File: src/rtl/uart_tx_arbiter_if.sv
// Handshake bundle between the response sources, the UART transmitter and the
// arbiter that shares the transmitter between them.
interface uart_tx_arbiter_if #(
  parameter int unsigned NUM_REQ = 2
);
  logic [NUM_REQ-1:0]   req_vld;
  logic [8*NUM_REQ-1:0] req_data;
  logic [NUM_REQ-1:0]   req_full;
  logic [NUM_REQ-1:0]   req_sent;
  logic                 trmt;
  logic [7:0]           resp;
  logic                 tx_done;
  logic                 tx_busy;
  logic                 timeout_err;
  logic                 clr_err;

  modport master (
    output req_vld, req_data, tx_done, clr_err,
    input  req_full, req_sent, trmt, resp, tx_busy, timeout_err
  );

  modport slave (
    input  req_vld, req_data, tx_done, clr_err,
    output req_full, req_sent, trmt, resp, tx_busy, timeout_err
  );
endinterface

File: src/rtl/uart_tx_arbiter.sv
// Round-robin sharing of one UART transmit path between NUM_REQ one-byte
// holding buffers, with a watchdog that abandons a byte the UART never finishes.
module uart_tx_arbiter #(
  parameter int unsigned NUM_REQ = 2,
  parameter int unsigned TIMEOUT = 32768
) (
  input  logic              clk,
  input  logic              rst_n,
  uart_tx_arbiter_if.slave  bus
);
  localparam int unsigned PW = $clog2(NUM_REQ);
  localparam int unsigned TW = (TIMEOUT > 1) ? $clog2(TIMEOUT) : 1;

  typedef enum logic [1:0] {IDLE, LAUNCH, WAIT} state_t;

  state_t             state, next_state;
  logic [7:0]         data_buf [NUM_REQ];
  logic [NUM_REQ-1:0] full_q;
  logic [NUM_REQ-1:0] sent_q;
  logic [7:0]         resp_q;
  logic [PW-1:0]      ptr;
  logic [PW-1:0]      cur;
  logic [PW-1:0]      sel;
  logic [PW-1:0]      ptr_next;
  logic [PW-1:0]      idx;
  logic               found;
  logic               grant;
  logic               trmt_c;
  logic               tx_done_q;
  logic               done_edge;
  logic               expire;
  logic               err_q;
  logic [TW-1:0]      timer;

  assign done_edge = bus.tx_done & ~tx_done_q;
  assign expire    = (timer == TW'(TIMEOUT - 1));

  // First occupied buffer at or above ptr, wrapping around.
  always_comb begin
    sel   = '0;
    found = 1'b0;
    idx   = '0;
    for (int unsigned k = 0; k < NUM_REQ; k++) begin
      idx = PW'((32'(ptr) + k) % NUM_REQ);
      if (!found && full_q[idx]) begin
        sel   = idx;
        found = 1'b1;
      end
    end
  end

  assign ptr_next = (sel == PW'(NUM_REQ - 1)) ? '0 : sel + PW'(1);

  always_ff @(posedge clk or negedge rst_n) begin
    if (!rst_n) state <= IDLE;
    else        state <= next_state;
  end

  always_comb begin
    next_state = state;
    grant      = 1'b0;
    trmt_c     = 1'b0;
    case (state)
      IDLE: begin
        if (found) begin
          grant      = 1'b1;
          next_state = LAUNCH;
        end
      end
      LAUNCH: begin
        trmt_c     = 1'b1;
        next_state = WAIT;
      end
      WAIT: begin
        if (done_edge || expire) next_state = IDLE;
      end
      default: next_state = IDLE;
    endcase
  end

  always_ff @(posedge clk or negedge rst_n) begin
    if (!rst_n) begin
      for (int unsigned i = 0; i < NUM_REQ; i++) data_buf[i] <= '0;
      full_q    <= '0;
      sent_q    <= '0;
      resp_q    <= '0;
      ptr       <= '0;
      cur       <= '0;
      tx_done_q <= 1'b0;
      timer     <= '0;
      err_q     <= 1'b0;
    end else begin
      tx_done_q <= bus.tx_done;
      sent_q    <= '0;

      // A strobe on the buffer being granted is accepted: resp already holds
      // the old byte, so the buffer can take the new one on the same edge.
      for (int unsigned i = 0; i < NUM_REQ; i++) begin
        if (bus.req_vld[i] && (!full_q[i] || (grant && sel == PW'(i)))) begin
          data_buf[i] <= bus.req_data[8*i +: 8];
          full_q[i]   <= 1'b1;
        end else if (grant && sel == PW'(i)) begin
          full_q[i]   <= 1'b0;
        end
      end

      if (grant) begin
        resp_q <= data_buf[sel];
        cur    <= sel;
        ptr    <= ptr_next;
      end

      if (state == LAUNCH)               timer <= '0;
      else if (state == WAIT && !expire) timer <= timer + TW'(1);

      if (state == WAIT && done_edge) sent_q[cur] <= 1'b1;

      if (state == WAIT && expire && !done_edge) err_q <= 1'b1;
      else if (bus.clr_err)                      err_q <= 1'b0;
    end
  end

  assign bus.req_full    = full_q;
  assign bus.req_sent    = sent_q;
  assign bus.trmt        = trmt_c;
  assign bus.resp        = resp_q;
  assign bus.tx_busy     = (state != IDLE);
  assign bus.timeout_err = err_q;
endmodule
File: src/flat_wrapper.sv
// flat-port wrapper written by rule: the top's interface ports become plain ports
module uart_tx_arbiter_flat 
#(
  parameter int unsigned NUM_REQ = 2,
  parameter int unsigned TIMEOUT = 32768
)
  (clk, rst_n, bus_req_vld, bus_req_data, bus_tx_done, bus_clr_err, bus_req_full, bus_req_sent, bus_trmt, bus_resp, bus_tx_busy, bus_timeout_err);
  uart_tx_arbiter_if #(.NUM_REQ(NUM_REQ)) bus_i ();
  input  logic clk;
  input  logic rst_n;
  input wire logic [$bits(bus_i.req_vld)-1:0] bus_req_vld;
  input wire logic [$bits(bus_i.req_data)-1:0] bus_req_data;
  input wire logic [$bits(bus_i.tx_done)-1:0] bus_tx_done;
  input wire logic [$bits(bus_i.clr_err)-1:0] bus_clr_err;
  output wire logic [$bits(bus_i.req_full)-1:0] bus_req_full;
  output wire logic [$bits(bus_i.req_sent)-1:0] bus_req_sent;
  output wire logic [$bits(bus_i.trmt)-1:0] bus_trmt;
  output wire logic [$bits(bus_i.resp)-1:0] bus_resp;
  output wire logic [$bits(bus_i.tx_busy)-1:0] bus_tx_busy;
  output wire logic [$bits(bus_i.timeout_err)-1:0] bus_timeout_err;
  assign bus_i.req_vld = bus_req_vld;
  assign bus_i.req_data = bus_req_data;
  assign bus_i.tx_done = bus_tx_done;
  assign bus_i.clr_err = bus_clr_err;
  assign bus_req_full = bus_i.req_full;
  assign bus_req_sent = bus_i.req_sent;
  assign bus_trmt = bus_i.trmt;
  assign bus_resp = bus_i.resp;
  assign bus_tx_busy = bus_i.tx_busy;
  assign bus_timeout_err = bus_i.timeout_err;
  uart_tx_arbiter #(.NUM_REQ(NUM_REQ), .TIMEOUT(TIMEOUT)) u_core (.clk(clk), .rst_n(rst_n), .bus(bus_i));
endmodule
File: config.mk
export PLATFORM = sky130hd
export DESIGN_NAME = uart_tx_arbiter_flat
export DESIGN_NICKNAME = d
export VERILOG_FILES = /design/src/rtl/uart_tx_arbiter_if.sv /design/src/rtl/uart_tx_arbiter.sv /design/src/flat_wrapper.sv
export SDC_FILE = /design/constraint.sdc
export NUM_CORES = 1
export LEC_CHECK = 0
export ABC_AREA = 0
export ABC_CLOCK_PERIOD_IN_PS = 5800
export BUFFER_PORTS_ARGS = -buffer_cell sky130_fd_sc_hd__buf_4
export CORE_MARGIN = 3
export CORE_UTILIZATION = 25
export DETAILED_ROUTE_END_ITERATION = 6
export MAX_ROUTING_LAYER = met4
export PLACE_DENSITY = 0.4
export REMOVE_ABC_BUFFERS = 1
export SLEW_MARGIN = 20
export SYNTH_ARGS = -nofsm -noshare
export SYNTH_HDL_FRONTEND = slang
export SYNTH_SLANG_ARGS = --single-unit
File: constraint.sdc
create_clock -name clk -period 5.8 [get_ports clk]
set_input_delay 0.29 -clock clk [delete_from_list [all_inputs] [get_ports clk]]
set_output_delay 0.29 -clock clk [all_outputs]
set_load 0.03 [all_outputs]
# After elaboration in Yosys (flattened, before gate mapping)
# Cells that the tools add are included.
[op_classes]
addsub = 3
n_mul = 0
div = 0
n_lt_le_gt_ge = 5
n_eq_ne = 5
n_shift = 0
mux = 29
n_bitwise = 4
n_reduce_logical = 25
[ops]
columns = ["cell", "n"]
rows = [
  ["$mux W15", 2],
  ["$mux W8", 3],
  ["$mux W1", 19],
  ["$add A15 B1 Y15 const B", 1],
  ["$eq A15 B15 Y1 const B", 1],
  ["$logic_and A1 B1 Y1", 10],
  ["$reduce_bool A2 Y1", 5],
  ["$lt A1 B2 Y1 const B", 3],
  ["$mux W2", 3],
  ["$pmux W2 S3", 1],
  ["$logic_not A1 Y1", 5],
  ["$ne A2 B1 Y1 const B", 2],
  ["$logic_or A1 B1 Y1", 3],
  ["$add A1 B1 Y1 const B", 2],
  ["$eq A2 B1 Y1 const B", 1],
  ["$eq A2 B2 Y1 const B", 1],
  ["$ge A2 B2 Y1 const B", 1],
  ["$logic_not A2 Y1", 1],
  ["$not A1 Y1", 2],
  ["$not A1 Y2", 1],
  ["$reduce_and A2 Y1", 1],
  ["$and A1 B1 Y1", 1],
  ["$demux W1 S1", 1],
  ["$ge A1 B1 Y1 const B", 1],
]
[word_totals]
ff_bits = 49
latch_bits = 0
ramBits = 0
mem_bits_ro = 0
wordCells = 83
mem_count = 0

# Longest topological paths before layout
[depth]
depth_word = 12
ltp_mapped = 6
depth_no_buf = 5

# Least setup slack after synthesis
# Ideal clock, no wire load.
[synth_timing]
path_kind = "register to register"
from = "reg u_core.timer[0]"
to = "reg u_core.timer[2]"
setup_ns = 0.064
arrival_ns = 1.821
required_ns = 5.736
slack_ns = 3.915
path_stages_with_launch = 7
path_buffers = 1
synth_period_minus_slack_ns = 1.885
path_cell_list = "dfrtp_1 -> ha_1 -> nand4_1 -> or4_1 -> buf_2 -> a311oi_1 -> a311o_2"
[synth_between]
elab_chain_cells = 4
elab_cells_between_ends = 7
cone_classes = "add/sub: 1; eq/ne: 1; mux: 2; reduce/logical: 3"
[synth_lines]
columns = ["item", "line_no", "text"]
rows = [
  ["start: declaration", "uart_tx_arbiter.sv:33", "logic [TW-1:0] timer;"],
  ["start signal: assignment", "uart_tx_arbiter.sv:114", "else if (state == WAIT && !expire) timer <= timer + TW'(1);"],
  ["branches (longest 4 deep; another with $add A15 B1 Y15)", "-", ""],
]
# Several ways; the timed one is not identified. The select of a mux whose other input is x is not followed.
# A chain may end at the register's enable or synchronous reset.

# Final worst setup path
[layout_timing]
from = "reg u_core.state[1]"
to = "reg u_core.timer[12]"
[layout_between]
elab_chain_cells = 3
elab_cells_between_ends = 5
cone_classes = "eq/ne: 2; mux: 1; reduce/logical: 2"
[layout_lines]
columns = ["item", "line_no", "text"]
rows = [
  ["start: declaration", "uart_tx_arbiter.sv:16", "state_t state, next_state;"],
  ["start signal: assignment", "uart_tx_arbiter.sv:56", "else state <= next_state;"],
  ["$eq A2 B2 Y1", "uart_tx_arbiter.sv:114", ""],
  ["$logic_and A1 B1 Y1", "uart_tx_arbiter.sv:114", ""],
  ["$reduce_bool A2 Y1 (no line)", "-", ""],
]
# Several ways; a longest one is shown, not always the timed one.

==> metrics.txt <==
f_max=450.2 MHz; Post-CTS Resized=0; CTS clk-pin slew, worst paths=roughly 90 ps; H-Tree Depth=2; Finished Core Util=0.3171; skew final=approximately 5.1 ps; vias in the first global route=roughly 1600; Synth Area in XOR/XNOR=0; fraction of registers with async set/reset=1.000; Max clock buf depth=2; Detailed Place HPWL=3491 um; type of origin of the critical path=flip-flop; Slew Viols, Final=0; core outline area=8299 um2; Diodes inserted=0; Avg Cell Area, Syn=about 12 um2; Slew headroom=0.4481; clock root buffer=clkbuf_8; drt wl/cell=between 10 and 15 um; post-synthesis sequential area ratio=0.5701; Final #Nets=247; grt ovf=0; DR iter-0 viols=94; Post-synth EDFFs=0; Vias=roughly 1600; setup violators final=0; Max Cap Violations=0; Final GP Congestion=0.7171; io pins=37; initial antenna violation count=0; R2R cell count=4; die width=slightly below 100 um; die area=roughly 9800 um2; Worst VDD drop=approximately 0.22 mV; status=finished, violations left; CP Data Arrival Time=approximately 2500 ps; Synth Flop Type=dfrtp_1; largest net degree at the start of global routing=50; Syn Std Cell Area=2151 um2; Mapped Cells=186; Slew @ Worst Pin=about 820 ps; Die Span Y=98.76 um; setup TNS=0 ps; Yosys reg bits=49; CTS Sinks=49; Setup Buffers After CTS=0; required time of the critical path=6030 ps; simple-gate area share of the yosys netlist=0.1332; Hold Path Class=in2async; Synth cell types=39; Cells after DPL=322; CTS tree=built; Cell Pwr Density=477.0 nW/um2; post-route minimum period=2221 ps; Post-Route WL=roughly 5000 um; # rows=33; Final Hold Fails=2; warnings from Yosys=0; violations in the final reports=negative hold slack; Area Overhead vs Synth=22.34%; GRT Util Overall=0.1109; mux share of post-synthesis cell area=0.1210; filler instances=850; Via density=4.833; combinational family with the most area after synthesis=simple AND/OR/NAND/NOR gates; RSZ-0062 raised after global routing=no; post-synthesis compound-gate area fraction=0.1233; Post-Synth Adder-Cell Area=0.005817; TritonCTS buffer count=5; clock latency on the worst-skew pair=300 ps; port bufs=36; cts hold-fix bufs=0; Cell Count, Final, Fillers Out=330; fraction of layout cells with a size suffix above 1=0.2978; DRC=0; drt pass-1 iters=5; Leak=0.001242 uW; fin crit share=0.3829; ANT nets after route=0; Min Hold Slack=-0.4600 ps; Initial Util=0.2592; first-pass GRT wire length=8445 um; CP Capture Type=flip-flop; Worst Path Max Fanout=10; worst setup path category=reg2reg
[final timing paths]
path,startpoint,end,slack [ps]
worst max-delay path,u_core.state[1],u_core.timer[12],3580
worst min-delay path,rst_n,u_core.timer[4],-0.5
worst max register to register,u_core.state[1],u_core.timer[12],3580
worst min register to register,u_core.cur,u_core.bus.req_sent[0],450
max in group asynchronous,rst_n,u_core.data_buf[8],5370
min in group clk,bus_tx_done,u_core.tx_done_q,100
[per-stage QoR]
step                      power, uW  hold WS [ps]  setup WS [ps]  cell area [um2]
after floorplan               868.5        -5.591           2766             2122
after global placement         1065         366.3           3576             2545
after detailed placement       1070         362.0           3591             2545
after CTS                      1285         28.21           3558             2631
after global routing           1358         38.72           3392             2631
final                          1255       -0.4600           3579             2631
[cells in the mapped netlist, types with 2 or more instances]
cell type	count	area, um2
a21o_1	2	15.01
a21oi_1	3	15.01
a222oi_1	8	80.08
and3_1	4	25.02
buf_2	2	10.01
clkbuf_1	5	18.77
dfrtp_1	49	1226
inv_1	19	71.32
mux2_2	16	180.2
mux2i_1	8	80.08
nand2_1	12	45.04
nand2b_1	4	25.02
nand3_1	8	40.04
nand4_1	4	25.02
nor2_1	4	15.01
nor2b_1	2	12.51
nor3_1	2	10.01
nor4_1	3	18.77
o21ai_0	5	25.02
o21ai_1	2	10.01
o21bai_1	3	22.52
or3_2	2	15.01
or4_1	3	22.52
[layout make-up]
cell class	instances	area, um2	share of cell area
clock buffers	6	72.57	0.02758
inverters	19	71.32	0.02710
multi-input cells	111	830.8	0.3157
well taps	105	131.4	0.04993
repair buffers	38	285.3	0.1084
clock inverters	2	13.76	0.005231
flip-flops and latches	49	1226	0.4660
[cell families (layout without fill, tap and decap cells)]
group | count (synthesis) | in the layout
buf+inv | 26 | 65
fa+ha+maj | 1 | 1
simple gates | 52 | 52
compound gates | 34 | 34
mux | 24 | 24
flops | 49 | 49
[registers in the layout, indices dropped and copies added, names as in the netlist]
| register | cells |
|---|---|
| u_core.bus.resp | 8 |
| u_core.timer | 15 |
| u_core.state | 2 |
| u_core.data_buf | 16 |
| u_core.tx_done_q | 1 |
| u_core.bus.timeout_err | 1 |
| u_core.cur | 1 |
| u_core.bus.req_sent | 2 |
| u_core.ptr | 1 |
| u_core.bus.req_full | 2 |
[where the power goes]
group	total [uW]	internal [uW]	switching, uW
combinational	508	223	284
sequential	542	459	83.2
clock	205	86.3	119
total	1260	769	486
[routing by layer]
layer / wire length [um] / global-route usage / part of all wire / vias to the layer above
met4: 45 / 0.02836 / 0.0091 / 0
met3: 219 / 0.02760 / 0.044 / 4
li1: - / - / - / 762
met1: 2377 / 0.1529 / 0.48 / 795
met5: 0 / - / 0 / -
met2: 2292 / 0.1637 / 0.46 / 34
[critical path, stage by stage (launching register included)]
cell and delay [ps]:
dfrtp_1 490, nor2b_1 610, nand4_2 330, or4_1 570, a21oi_1 150
[cells in the final DEF (no fill, tap or decap), types with 2 or more instances in the layout]
cell type,netlist,layout
nand2b_1,4,4
nand4_1,4,4
nor2b_1,2,2
inv_1,19,19
clkbuf_8,0,5
a21o_1,2,2
buf_4,0,38
a222oi_1,8,8
o21ai_1,2,2
nand2_1,12,12
o21ai_0,5,5
o21bai_1,3,3
a21oi_1,3,3
nor2_1,4,4
or4_1,3,3
mux2_2,16,16
nor4_1,3,3
and3_1,4,4
or3_2,2,2
mux2i_1,8,8
dfrtp_1,49,49
nor3_1,2,2
nand3_1,8,8
No activity file was read; power rests on OpenSTA's default activity.
